==> src/rtl/perf_pkg.sv <==
// Shared definitions for the performance counter bank.
//
// Contents:
//   CNT_W_DEF      default counter width
//   CH_*           channel index map (channel 0 is the free-running cycle counter)
//   perf_state_e   bank state: RUN or FROZEN
package perf_pkg;

  localparam int CNT_W_DEF = 32;

  localparam int CH_CYCLE = 0;
  localparam int CH_INST  = 1;
  localparam int CH_IREQ  = 2;
  localparam int CH_IHIT  = 3;
  localparam int CH_DREQ  = 4;
  localparam int CH_DHIT  = 5;

  typedef enum logic {
    RUN    = 1'b0,
    FROZEN = 1'b1
  } perf_state_e;

endpackage

==> src/rtl/perf_counter_cell.sv <==
// One event counter with a sticky overflow flag.
//
// Ports:
//   clk   system clock
//   rst   synchronous active-high reset
//   clr   synchronous clear of count and overflow flag (same effect as rst)
//   inc   count one event this cycle
//   cnt   current count
//   ovf   sticky overflow flag, set on the edge where an all-ones count takes an event
//
// Build option: PERF_CNT_SAT_EN defined -> saturate at all-ones; undefined -> wrap to 0.
module perf_counter_cell #(
  parameter int CNT_W = 32
) (
  input  logic             clk,
  input  logic             rst,
  input  logic             clr,
  input  logic             inc,
  output logic [CNT_W-1:0] cnt,
  output logic             ovf
);

  always_ff @(posedge clk) begin
    if (rst || clr) begin
      cnt <= '0;
      ovf <= 1'b0;
    end else if (inc) begin
      if (&cnt) begin
        ovf <= 1'b1;
`ifdef PERF_CNT_SAT_EN
        cnt <= cnt;
`else
        cnt <= '0;
`endif
      end else begin
        cnt <= cnt + 1'b1;
      end
    end
  end

endmodule

==> src/rtl/perf_counter_bank.sv <==
// Bank of per-channel event counters with halt freeze and registered readout.
//
// state  | meaning
// RUN    | counting enabled channels whenever count_en is high
// FROZEN | halt seen; counters hold until clear or rst
//
// Ports:
//   clk       system clock
//   rst       synchronous active-high reset (also zeroes rd_data)
//   count_en  global enable; low pauses every channel including cycles
//   event_in  per-channel event strobes (bit 0 ignored, channel 0 counts cycles)
//   halt      processor halt; the halt cycle's events are still counted
//   clear     clears counters, overflow flags and state; wins over counting and halt
//   rd_sel    readout channel select
//   rd_data   counter[rd_sel] registered one cycle later; 0 for unused selects
//   ovf       sticky per-channel overflow flags
//   frozen    high while the bank is in FROZEN
//
// Build option: PERF_CNT_SAT_EN selects saturating counters (see perf_counter_cell).
module perf_counter_bank
  import perf_pkg::*;
#(
  parameter int NUM_CH = 6,
  parameter int CNT_W  = CNT_W_DEF,
  parameter int SEL_W  = 3
) (
  input  logic              clk,
  input  logic              rst,
  input  logic              count_en,
  input  logic [NUM_CH-1:0] event_in,
  input  logic              halt,
  input  logic              clear,
  input  logic [SEL_W-1:0]  rd_sel,
  output logic [CNT_W-1:0]  rd_data,
  output logic [NUM_CH-1:0] ovf,
  output logic              frozen
);

  perf_state_e       state_q, state_d;
  logic              count_act;
  logic [NUM_CH-1:0] inc;
  logic [CNT_W-1:0]  cnt [NUM_CH];
  logic [CNT_W-1:0]  rd_next;

  // Channel 0 counts cycles, so its strobe bit is deliberately left unused.
  wire ev0_unused = event_in[CH_CYCLE];

  always_ff @(posedge clk) begin
    if (rst) state_q <= RUN;
    else     state_q <= state_d;
  end

  always_comb begin
    state_d = state_q;
    if (clear)                         state_d = RUN;
    else if (state_q == RUN && halt)   state_d = FROZEN;
  end

  assign frozen = (state_q == FROZEN);

  // Counting happens in the halt cycle too, since state is still RUN then.
  assign count_act = count_en && (state_q == RUN) && !clear;

  always_comb begin
    inc           = event_in & {NUM_CH{count_act}};
    inc[CH_CYCLE] = count_act;
  end

  for (genvar i = 0; i < NUM_CH; i++) begin : g_ch
    perf_counter_cell #(.CNT_W(CNT_W)) u_cell (
      .clk (clk),
      .rst (rst),
      .clr (clear),
      .inc (inc[i]),
      .cnt (cnt[i]),
      .ovf (ovf[i])
    );
  end

  // Selects beyond NUM_CH fall through to 0.
  always_comb begin
    rd_next = '0;
    for (int i = 0; i < NUM_CH; i++) begin
      if (rd_sel == SEL_W'(i)) rd_next = cnt[i];
    end
  end

  always_ff @(posedge clk) begin
    if (rst) rd_data <= '0;
    else     rd_data <= rd_next;
  end

endmodule

==> config.mk <==
export PLATFORM = sky130hd
export DESIGN_NAME = perf_counter_bank
export DESIGN_NICKNAME = d
export VERILOG_FILES = /design/src/rtl/perf_pkg.sv /design/src/rtl/perf_counter_cell.sv /design/src/rtl/perf_counter_bank.sv
export SDC_FILE = /design/constraint.sdc
export NUM_CORES = 1
export LEC_CHECK = 0
export CORE_MARGIN = 1
export CORE_UTILIZATION = 63
export CTS_BUF_LIST = sky130_fd_sc_hd__clkbuf_4
export DETAILED_ROUTE_END_ITERATION = 12
export PLACE_DENSITY = 0.79
export SETUP_SLACK_MARGIN = 0.15
export SLEW_MARGIN = 40
export SYNTH_ARGS = -nofsm -noshare
export SYNTH_HDL_FRONTEND = slang
export SYNTH_SLANG_ARGS = --single-unit
==> constraint.sdc <==
create_clock -name clk -period 3.2 [get_ports clk]
set_input_delay 0.64 -clock clk [delete_from_list [all_inputs] [get_ports clk]]
set_output_delay 0.64 -clock clk [all_outputs]
set_load 0.005 [all_outputs]
==> flow_summary.ini <==
[run_status]
status = finished, final reports clean

[yosys]
yosysWarnings = 0
synth_flop_cell = dfxtp_1
synth_most_common_cell = dfxtp_1
synth_edf_count = 0
synth.avg_cell_area_um2 = 8.697
synth_nets = 1280
ys_seq_area_share_pct = 42.20
synth_top_area_share_pct = 42.20
yosysTopAreaCell = dfxtp_1
yosysUniqueCellTypes = 56
netlist_top_cells_count = dfxtp_1, nor2_1, xor2_1, a22oi_1, nand4_1
ys_ff_latch = 231
syn_inst = 1260
synth_area_um2 = 10960
synth_area_leaders = dfxtp_1, xor2_1, nor2_1, a22oi_1, xnor2_1
synthArstFlopShare_pct = 0

[die]
core_area_um2 = 16760
placementRows = 47
start_util_pct = 65.38
io_pins = 53
die_width_um = 133.9
dieArea_um2 = 17930
die_y_um = 133.9

[clocking]
root_buffer = clkbuf_4
cts_num_sinks = 231
clock_path_buffers = 3
htree_levels = 2
clk_pin_slew_ns = 0.06
cts_hold_buf = 0
post_cts_resized = 0
cts_tree = done
cts_setup_buffers = 0
clkLatencyLatePin_ns = 0.72
cts_made_buffers = 58

[routing]
drcViolationCount = 0
viasPerCell = 6.252
ant_nets = 0
dr_total_vias = 10090
drt_pass1_iterations = 7
first_iter_violations = 1084
wire_per_inst_um = 18.87
drt_wl_total_um = 30460

[worst_hold_path]
hold_end = g_ch[0].u_cell.ovf$_SDFFE_PP0P_
hp-class = reg -> reg
worstHoldStart = g_ch[0].u_cell.ovf$_SDFFE_PP0P_
whs_path_depth = 2

[timing]
fin_worst_skew_ns = 0.05478
setup_slack_ns = 0.7437
slew_viol_final = 0
min_period_ns = 2.456
timing.fmax_ghz = 0.4071
timing.final.crit_share_pct = 76.76
relSlewSlack_pct = 54.09
worst_pin_slew_ns = 0.6823
setup_tns_ns = 0
rsz0062_at_grt = no
setup_viol = 0
finalHoldViolCount = 0

[setup_path]
cp-end-kind = flip-flop
worstReg2RegStart = g_ch[2].u_cell.cnt[14]$_SDFFE_PP0P_
r2r_cells = 6
cp.required_ns = 3.76
worstReg2RegEnd = g_ch[2].u_cell.cnt[18]$_SDFFE_PP0P_
critPathKind = reg -> reg
r2r_slack_ns = 0.74
worstPathArrival_ns = 3.02
crit_path_start_kind = flip-flop
critPathMaxFanout = 22

[final_layout]
final_nets = 1373
drive_gt1_share_pct = 12.63
area_delta_synth_final_pct = 15.30
fin_area_um2 = 12630

[global_route]
grt-ovfl-total = 0
grt_max_degree = 26
grt_pass1_wl_um = 47930
grtUsageTotal_pct = 34.49
grt_antenna_before_repair = 1
first_global_vias = 8985

[placement]
placed_area_um2 = 11940
port_buffers = 51
pre_cts_ws_ns = 0.1782
gp_congestion = 0.9504
place.detailed.hpwl_um = 21960

[power_and_ir_drop]
seqPwrFrac_pct = 52.7
switching_power_uw = 1331
power_frac_clock_pct = 43.8
comb_power_share_pct = 3.5
powerDensity_nw_per_um2 = 433.0
total_power_uw = 5470
power.leakage_uw = 0.004089
power.internal_uw = 4140
ir_drop_uv = 288.1
p_sw_share_pct = 24.33

[flow_run]
drv_cap = 0
[power groups by stage]
stage	registers, uW	logic (uW)	clock network, uW
after detailed placement	2950	185	0
after floorplan	2950	97.8	0
after global placement	2950	183	0
after CTS	2880	186	2430
after global routing	2880	200	2600
final	2880	190	2400
[metrics by stage]
step / utilization [%] / cells / hold WS (ns)
floorplan: - / 1260 / 0.4259
global placement: 71.21 / 1513 / 0.4344
detailed placement: 71.21 / 1513 / 0.4427
CTS: 75.37 / 1613 / 0.4531
global route: 75.39 / 1614 / 0.4827
finish: 75.39 / 1614 / 0.4495
[metal layers]
metal | up-vias | wire, um | track usage (%) | part of all wire (%)
met5 | - | 0 | 0 | 0
met4 | 0 | 1074 | 15.66 | 3.5
met2 | 475 | 12970 | 50.09 | 43
met3 | 73 | 3273 | 7.710 | 11
li1 | 4754 | - | - | -
met1 | 4789 | 13140 | 48.68 | 43
[layout make-up]
class,instances,area [um^2]
fillers,1268,4125
clock buffers,84,630.6
diodes,1,2.502
repair buffers,101,985.9
multi-input cells,948,6001
inverters,13,48.80
well taps,220,275.3
flip-flops and latches,231,4624
clock inverters,16,66.31
[worst max-delay path, cell delays in order (launching register included)]
cell and delay (ns):
dfxtp_1 0.51, nand4_1 0.25, nor4_4 0.58, nand3_1 0.22, o21ai_1 0.49, buf_12 0.23, nor2_1 0.06
[state kept, by name, indices dropped and copies added (netlist names)]
register and count:
frozen 1, rd_data 32, g_ch.u_cell.cnt 192, g_ch.u_cell.ovf 6
[how the worst max path moves through the flow]
stage                                              startpoint                                   to  slack, ns
after global placement                               count_en  g_ch[1].u_cell.cnt[11]$_SDFFE_PP0P_       0.19
after floorplan                                         clear   g_ch[1].u_cell.cnt[9]$_SDFFE_PP0P_       0.77
final                     g_ch[2].u_cell.cnt[14]$_SDFFE_PP0P_  g_ch[2].u_cell.cnt[18]$_SDFFE_PP0P_       0.74
after CTS                                 frozen$_SDFFE_PP0P_                               frozen       0.74
after global routing      g_ch[2].u_cell.cnt[14]$_SDFFE_PP0P_  g_ch[2].u_cell.cnt[20]$_SDFFE_PP0P_       0.57
after detailed placement                             count_en  g_ch[1].u_cell.cnt[22]$_SDFFE_PP0P_       0.18
[cell families after synthesis]
| logic type | count (synthesis) | share of synthesized area [%] |
|---|---|---|
| and+or+nand+nor | 596 | 28.29 |
| DFF | 231 | 42.20 |
| AOI/OAI and AO/OA | 171 | 10.55 |
| xor gates and xnor gates | 163 | 13.03 |
| buffers and inverters | 81 | 3.288 |
| muxes | 12 | 1.952 |
| adders and majority gates | 6 | 0.6851 |
[layout by cell type, fill, tap and decap left out, types with 4 or more instances in the layout]
cell type,count
a22oi_1,82
inv_1,12
nand4_1,75
nand3_1,68
dfxtp_1,231
o21a_1,4
xnor2_1,68
xor2_1,95
buf_4,42
a31oi_1,27
or3_1,22
ha_1,6
mux2_2,5
clkdlybuf4s50_1,51
buf_12,8
nor3_1,31
clkinv_2,5
nand4b_1,4
mux4_2,7
nor4_1,16
or2_2,5
and3_1,36
and4_1,27
a21oi_1,22
nand2_1,71
clkbuf_4,84
clkinv_1,12
o21ai_0,25
nor2_1,204
and2_1,8
Power figures use the tool's default switching activity.
